[src/rtl/ras_commit_stack_if.sv]
// Commit-side RAS bus: retire-stage update, return check, and restore stream toward
// the speculative fetch RAS. The stack is the slave; retire/fetch logic is the master.
interface ras_commit_stack_if #(
  parameter int SIZE  = 4,
  parameter int WIDTH = 31
);
  localparam int CW = $clog2(SIZE) + 1;

  logic             s_commit_i;
  logic             s_push_i;
  logic             s_pop_i;
  logic [WIDTH-1:0] s_link_addr_i;
  logic [WIDTH-1:0] s_target_i;
  logic             s_predicted_i;
  logic [WIDTH-1:0] s_pred_addr_i;
  logic             s_mispredict_o;
  logic             s_restore_i;
  logic             s_rst_valid_o;
  logic             s_rst_ready_i;
  logic [WIDTH-1:0] s_rst_data_o;
  logic             s_rst_last_o;
  logic             s_rst_done_o;
  logic             s_busy_o;
  logic [CW-1:0]    s_depth_o;

  modport master (
    output s_commit_i, s_push_i, s_pop_i, s_link_addr_i, s_target_i,
           s_predicted_i, s_pred_addr_i, s_restore_i, s_rst_ready_i,
    input  s_mispredict_o, s_rst_valid_o, s_rst_data_o, s_rst_last_o,
           s_rst_done_o, s_busy_o, s_depth_o
  );

  modport slave (
    input  s_commit_i, s_push_i, s_pop_i, s_link_addr_i, s_target_i,
           s_predicted_i, s_pred_addr_i, s_restore_i, s_rst_ready_i,
    output s_mispredict_o, s_rst_valid_o, s_rst_data_o, s_rst_last_o,
           s_rst_done_o, s_busy_o, s_depth_o
  );
endinterface

[src/rtl/ras_commit_stack.sv]
// Architectural return address stack updated at commit; checks predicted return
// targets and streams its contents oldest-first to rebuild the fetch RAS after a flush.
module ras_commit_stack #(
  parameter int SIZE  = 4,
  parameter int WIDTH = 31
) (
  input  logic              s_clk_i,
  input  logic              s_reset_i,
  ras_commit_stack_if.slave bus
);
  localparam int AW = $clog2(SIZE);
  localparam int CW = AW + 1;
  localparam logic [AW-1:0] PTR_ONE = AW'(1);
  localparam logic [CW-1:0] CNT_ONE = CW'(1);
  localparam logic [CW-1:0] CNT_FULL = CW'(SIZE);

  typedef enum logic {ST_IDLE, ST_STREAM} state_e;

  state_e           r_state;
  logic [WIDTH-1:0] r_mem [SIZE];
  logic [AW-1:0]    r_tp;
  logic [CW-1:0]    r_cnt;
  logic [AW-1:0]    r_idx;
  logic [CW-1:0]    r_rem;
  logic             r_mispredict;
  logic             r_done;

  logic             w_commit;
  logic             w_we;
  logic [AW-1:0]    w_waddr;
  logic [AW-1:0]    w_tp_nxt;
  logic [CW-1:0]    w_cnt_nxt;
  logic [AW-1:0]    w_start;
  logic             w_handshake;

  // Commit is locked out while streaming so the restore pass sees a frozen stack.
  always_comb begin
    // NOTE: every output gets a default first so no path leaves it unassigned (no latch).
    w_commit  = bus.s_commit_i && (r_state == ST_IDLE);
    w_tp_nxt  = r_tp;
    w_cnt_nxt = r_cnt;
    w_we      = 1'b0;
    w_waddr   = r_tp;
    if (w_commit) begin
      if (bus.s_push_i && (!bus.s_pop_i || r_cnt == '0)) begin
        w_tp_nxt  = r_tp + PTR_ONE;
        w_waddr   = w_tp_nxt;
        w_we      = 1'b1;
        w_cnt_nxt = (r_cnt == CNT_FULL) ? CNT_FULL : r_cnt + CNT_ONE;
      end else if (bus.s_push_i) begin
        w_we = 1'b1;
      end else if (bus.s_pop_i && r_cnt != '0) begin
        w_tp_nxt  = r_tp - PTR_ONE;
        w_cnt_nxt = r_cnt - CNT_ONE;
      end
    end
  end

  // Oldest entry; at full depth the count's low bits wrap to 0, giving tp+1.
  assign w_start     = w_tp_nxt - w_cnt_nxt[AW-1:0] + PTR_ONE;
  assign w_handshake = (r_state == ST_STREAM) && bus.s_rst_ready_i;

  // NOTE: storage has no reset; only pointers and count define which entries are live.
  always_ff @(posedge s_clk_i) begin
    if (w_we && !s_reset_i) begin
      r_mem[w_waddr] <= bus.s_link_addr_i;
    end
  end

  always_ff @(posedge s_clk_i) begin
    // NOTE: non-blocking assignments so every register samples pre-edge values.
    if (s_reset_i) begin
      r_state      <= ST_IDLE;
      r_tp         <= '0;
      r_cnt        <= '0;
      r_idx        <= '0;
      r_rem        <= '0;
      r_mispredict <= 1'b0;
      r_done       <= 1'b0;
    end else begin
      r_mispredict <= bus.s_commit_i && bus.s_pop_i && bus.s_predicted_i &&
                      (bus.s_pred_addr_i != bus.s_target_i);
      r_done       <= 1'b0;
      r_tp         <= w_tp_nxt;
      r_cnt        <= w_cnt_nxt;
      case (r_state)
        ST_IDLE: begin
          if (bus.s_restore_i) begin
            if (w_cnt_nxt == '0) begin
              r_done <= 1'b1;
            end else begin
              r_state <= ST_STREAM;
              r_idx   <= w_start;
              r_rem   <= w_cnt_nxt;
            end
          end
        end
        ST_STREAM: begin
          if (bus.s_restore_i) begin
            r_idx <= w_start;
            r_rem <= r_cnt;
          end else if (w_handshake) begin
            if (r_rem == CNT_ONE) begin
              r_state <= ST_IDLE;
              r_done  <= 1'b1;
            end
            r_idx <= r_idx + PTR_ONE;
            r_rem <= r_rem - CNT_ONE;
          end
        end
        default: r_state <= ST_IDLE;
      endcase
    end
  end

  assign bus.s_mispredict_o = r_mispredict;
  assign bus.s_rst_valid_o  = (r_state == ST_STREAM);
  assign bus.s_busy_o       = (r_state == ST_STREAM);
  assign bus.s_rst_data_o   = (r_state == ST_STREAM) ? r_mem[r_idx] : '0;
  assign bus.s_rst_last_o   = (r_state == ST_STREAM) && (r_rem == CNT_ONE);
  assign bus.s_rst_done_o   = r_done;
  assign bus.s_depth_o      = r_cnt;
endmodule

[src/flat_wrapper.sv]
// flat-port wrapper written by rule: the top's interface ports become plain ports
module ras_commit_stack_flat 
#(
  parameter int SIZE  = 4,
  parameter int WIDTH = 31
)
  (s_clk_i, s_reset_i, bus_s_commit_i, bus_s_push_i, bus_s_pop_i, bus_s_link_addr_i, bus_s_target_i, bus_s_predicted_i, bus_s_pred_addr_i, bus_s_restore_i, bus_s_rst_ready_i, bus_s_mispredict_o, bus_s_rst_valid_o, bus_s_rst_data_o, bus_s_rst_last_o, bus_s_rst_done_o, bus_s_busy_o, bus_s_depth_o);
  ras_commit_stack_if #(.SIZE(SIZE), .WIDTH(WIDTH)) bus_i ();
  input  logic s_clk_i;
  input  logic s_reset_i;
  input wire logic [$bits(bus_i.s_commit_i)-1:0] bus_s_commit_i;
  input wire logic [$bits(bus_i.s_push_i)-1:0] bus_s_push_i;
  input wire logic [$bits(bus_i.s_pop_i)-1:0] bus_s_pop_i;
  input wire logic [$bits(bus_i.s_link_addr_i)-1:0] bus_s_link_addr_i;
  input wire logic [$bits(bus_i.s_target_i)-1:0] bus_s_target_i;
  input wire logic [$bits(bus_i.s_predicted_i)-1:0] bus_s_predicted_i;
  input wire logic [$bits(bus_i.s_pred_addr_i)-1:0] bus_s_pred_addr_i;
  input wire logic [$bits(bus_i.s_restore_i)-1:0] bus_s_restore_i;
  input wire logic [$bits(bus_i.s_rst_ready_i)-1:0] bus_s_rst_ready_i;
  output wire logic [$bits(bus_i.s_mispredict_o)-1:0] bus_s_mispredict_o;
  output wire logic [$bits(bus_i.s_rst_valid_o)-1:0] bus_s_rst_valid_o;
  output wire logic [$bits(bus_i.s_rst_data_o)-1:0] bus_s_rst_data_o;
  output wire logic [$bits(bus_i.s_rst_last_o)-1:0] bus_s_rst_last_o;
  output wire logic [$bits(bus_i.s_rst_done_o)-1:0] bus_s_rst_done_o;
  output wire logic [$bits(bus_i.s_busy_o)-1:0] bus_s_busy_o;
  output wire logic [$bits(bus_i.s_depth_o)-1:0] bus_s_depth_o;
  assign bus_i.s_commit_i = bus_s_commit_i;
  assign bus_i.s_push_i = bus_s_push_i;
  assign bus_i.s_pop_i = bus_s_pop_i;
  assign bus_i.s_link_addr_i = bus_s_link_addr_i;
  assign bus_i.s_target_i = bus_s_target_i;
  assign bus_i.s_predicted_i = bus_s_predicted_i;
  assign bus_i.s_pred_addr_i = bus_s_pred_addr_i;
  assign bus_i.s_restore_i = bus_s_restore_i;
  assign bus_i.s_rst_ready_i = bus_s_rst_ready_i;
  assign bus_s_mispredict_o = bus_i.s_mispredict_o;
  assign bus_s_rst_valid_o = bus_i.s_rst_valid_o;
  assign bus_s_rst_data_o = bus_i.s_rst_data_o;
  assign bus_s_rst_last_o = bus_i.s_rst_last_o;
  assign bus_s_rst_done_o = bus_i.s_rst_done_o;
  assign bus_s_busy_o = bus_i.s_busy_o;
  assign bus_s_depth_o = bus_i.s_depth_o;
  ras_commit_stack #(.SIZE(SIZE), .WIDTH(WIDTH)) u_core (.s_clk_i(s_clk_i), .s_reset_i(s_reset_i), .bus(bus_i));
endmodule
[config.mk]
export PLATFORM = sky130hd
export DESIGN_NAME = ras_commit_stack_flat
export DESIGN_NICKNAME = d
export VERILOG_FILES = /design/src/rtl/ras_commit_stack_if.sv /design/src/rtl/ras_commit_stack.sv /design/src/flat_wrapper.sv
export SDC_FILE = /design/constraint.sdc
export NUM_CORES = 1
export LEC_CHECK = 0
export BUFFER_PORTS_ARGS = -buffer_cell sky130_fd_sc_hd__buf_2
export CAP_MARGIN = 20
export CORE_MARGIN = 2
export CORE_UTILIZATION = 40
export CTS_CLUSTER_DIAMETER = 60
export DETAILED_ROUTE_END_ITERATION = 10
export GPL_ROUTABILITY_DRIVEN = 0
export PLACE_DENSITY = 0.7
export SYNTH_ARGS = -nofsm -noshare
export SYNTH_HDL_FRONTEND = slang
export SYNTH_SLANG_ARGS = --single-unit
[constraint.sdc]
create_clock -name s_clk_i -period 3.7 [get_ports s_clk_i]
set_input_delay 0.74 -clock s_clk_i [delete_from_list [all_inputs] [get_ports s_clk_i]]
set_output_delay 0.74 -clock s_clk_i [all_outputs]
set_load 0.01 [all_outputs]
==> summary.txt <==
Floorplan
  – Die Area: 0.0163 mm^2
  – Die Y: 128 um
  – Initial Utilization: 0.406
  – I/O pins: 140
  – DIE WIDTH: 128 um
  – Cell Rows: 45
  – Core ar.: 0.0151 mm^2

Power
  – Pwr Total: roughly 4.1 mW
  – Max rail drop VDD: between 0.0004 and 0.0005 V
  – Power Dens Cells: between 500 and 600 mW/mm^2
  – Leakage: 2.76 nW

Placement
  – Dpl cells: 700
  – Post-DP HPWL: 8.33 mm
  – Port Buffers: about 140

Cells and area
  – Final #Nets: 638
  – Fraction of layout cells with a size suffix above 1: 0.392
  – Layout Cells excl Fill: about 730
  – Area delta synth->final: 24.8%

Route
  – Number of routed nets with antenna violations: 0
  – Routed via count: 3,856
  – Drt total wl: 12.7 mm
  – DRC viols: 0
  – WL/cell: 17.3 um
  – Detailed Routing Iterations Pass 1: 4
  – Vias per std cell: between 5 and 6
  – First DRT Iteration DRCs: 284

STA
  – Skew final: 0.00771 ns
  – Relative slew slack: 0.432
  – WHS: 0.504 ns
  – Final setup violation count: 0
  – Peak Freq: 0.339 GHz
  – Final period util: 0.798
  – Unrepaired setup endpoints after global routing: no
  – Slew @ Worst Pin: 0.847 ns
  – Final Max Slew Viols: 0
  – Fin crit period: 2.95 ns
  – Setup total negative slack: 0 ns
  – Final Hold Viols: 0

Logic synthesis
  – Netlist Area Pre-Place: around 0.006 mm^2
  – Syn Area/Cell: 15.9 um^2
  – Synth Flop Type: edfxtp_1
  – YS warnings: 0
  – Mapped Nets: between 400 and 500
  – Top cells by count, synth: edfxtp_1 (124), xnor2_1 (35), and2_1 (32), mux4_2 (31)
  – Yosys reg bits: about 140
  – EDFF count, synth: 124
  – Mapped Cells: 386
  – Count leader, synth: edfxtp_1
  – Async set-reset flop share out of synthesis: 0
  – Sequential-to-total area share from yosys stat: 0.657
  – Top-area cell type share of the netlist area: 0.608
  – Yosys cell types: 50
  – Area contributors post-synth: edfxtp_1 (61%), mux4_2 (11%), xnor2_1 (5.0%)
  – Cell taking the most area after synthesis: edfxtp_1

Global route
  – Tot GR Track Use: 0.160
  – First-pass GRT wire length: 19.7 mm
  – GRT overflow: 0
  – Number of global-route vias before repair: 4,002
  – Largest net degree at the start of global routing: 43
  – Initial antenna violation count: 2

Setup path
  – Slowest CP cell: dfxtp_2
  – Crit end category: output pin
  – Crit-path max FO: 13
  – CP cell instances: buf_4 > mux4_2 > and2_1 > buf_2
  – Critical path's largest stage delay: 0.61 ns
  – WP data arrival: 2.21 ns
  – Crit path kind: reg -> out
  – Crit start category: flop
  – Critical Path RT: a little under 3 ns

Worst hold path
  – Worst Hold Class: reg -> reg

Clocking
  – Htree depth: 4
  – Clk root buf: clkbuf_16
  – TritonCTS clock tree: built
  – PostCTS Resize Cnt: 0
  – Clock sink count: 139
  – Hold bufs inserted after CTS: 0
  – Post-CTS setup buffers: 0
  – CTS Buffer Depth: 2
  – CTS Buf Count: 17
  – Clock latency on the worst-skew pair: 0.41 ns
  – Clock transition at the registers of the reported paths: 0.06 ns

Status
  – Status: completed

Run
  – Maxcap violations: 0
layout by cell type, fill, tap and decap left out, types with 2 or more instances in the layout:
cell / count
a2111o_1: 2
a211oi_1: 3
a21oi_1: 13
a21oi_4: 2
a31oi_1: 6
and2_1: 32
and3_1: 2
buf_2: 139
buf_4: 6
bufinv_16: 3
clkbuf_16: 17
clkinv_1: 5
clkinv_2: 2
clkinv_4: 2
clkinvlp_4: 3
dfxtp_1: 12
dfxtp_2: 3
edfxtp_1: 124
ha_1: 6
inv_1: 9
mux4_2: 31
nand2_1: 12
nand2b_1: 4
nand3_1: 6
nand3b_1: 3
nand4_1: 9
nand4b_1: 2
nor2_1: 13
nor3_1: 3
nor4_1: 2
o21ai_0: 5
o32ai_1: 3
xnor2_1: 35
report_power, final:
part	switching (mW)	internal (mW)
Clock	0.596	1.04
Combinational	0.291	0.317
Sequential	0.0745	1.77
Total	0.962	3.13
kinds of logic after synthesis:
group | share of synthesized area
fa+ha+maj | 0.0123
buf+inv | 0.0221
mux | 0.114
flops | 0.657
simple gates | 0.0897
compound gates | 0.0529
xor+xnor | 0.0515
final cells by class:
type	count	area [um^2]
Inverter	10	37.5
Clock buffer	17	425
Clock inverter	14	155
Antenna cell	1	2.50
Fill cell	1273	7450
Multi-Input combinational cell	217	1990
Sequential cell	139	4030
Timing Repair Buffer	146	761
Tap cell	188	235
flip-flops by register name, indices dropped and copies added, names as in the netlist, named ones only:
name and cells:
u_core.bus.s_rst_done_o 1, u_core.bus.s_depth_o 3, u_core.r_mem 124, u_core.r_tp 2, u_core.r_rem 3, u_core.bus.s_mispredict_o 1
u_core.r_idx 2, u_core.bus.s_busy_o 1
metrics by stage:
| stage | area (um^2) | util | worst slack, ns |
|---|---|---|---|
| 3_3_place_gp | 7050 | 0.467 | 0.938 |
| 2_1_floorplan | 6120 | - | 0.178 |
| 5_1_grt | 7630 | 0.506 | 0.549 |
| 4_1_cts | 7630 | 0.506 | 0.643 |
| 3_5_place_dp | 7050 | 0.467 | 0.869 |
| 6_report | 7640 | 0.506 | 0.747 |
critical path: cells and delay by family, from the launching register on:
kind,cells,cell delay (ns)
and+or+nand+nor,1,0.17
muxes,1,0.54
buffers and inverters,2,0.48
DFF,1,0.61
worst paths after layout:
kind	slack [ns]	endpoint	cells after the start	startpoint
worst max-delay path	0.75	bus_s_rst_data_o[13]	4	flop
worst max register to register	0.87	u_core.r_mem[0][3]	7	u_core.bus.s_depth_o[0]
worst min register to register	0.50	u_core.r_rem[1]	2	u_core.r_rem[1]
worst min-delay path	0.50	u_core.r_rem[1]	2	u_core.r_rem[1]
per-layer routing:
layer / GRT usage / vias up / share of wire
li1: - / 1798 / -
met1: 0.182 / 1892 / 0.40
met2: 0.289 / 146 / 0.53
met3: 0.0472 / 18 / 0.063
met4: 0.0524 / 2 / 0.013
met5: 0 / - / 0.00087
No activity file was read; power rests on OpenSTA's default activity.
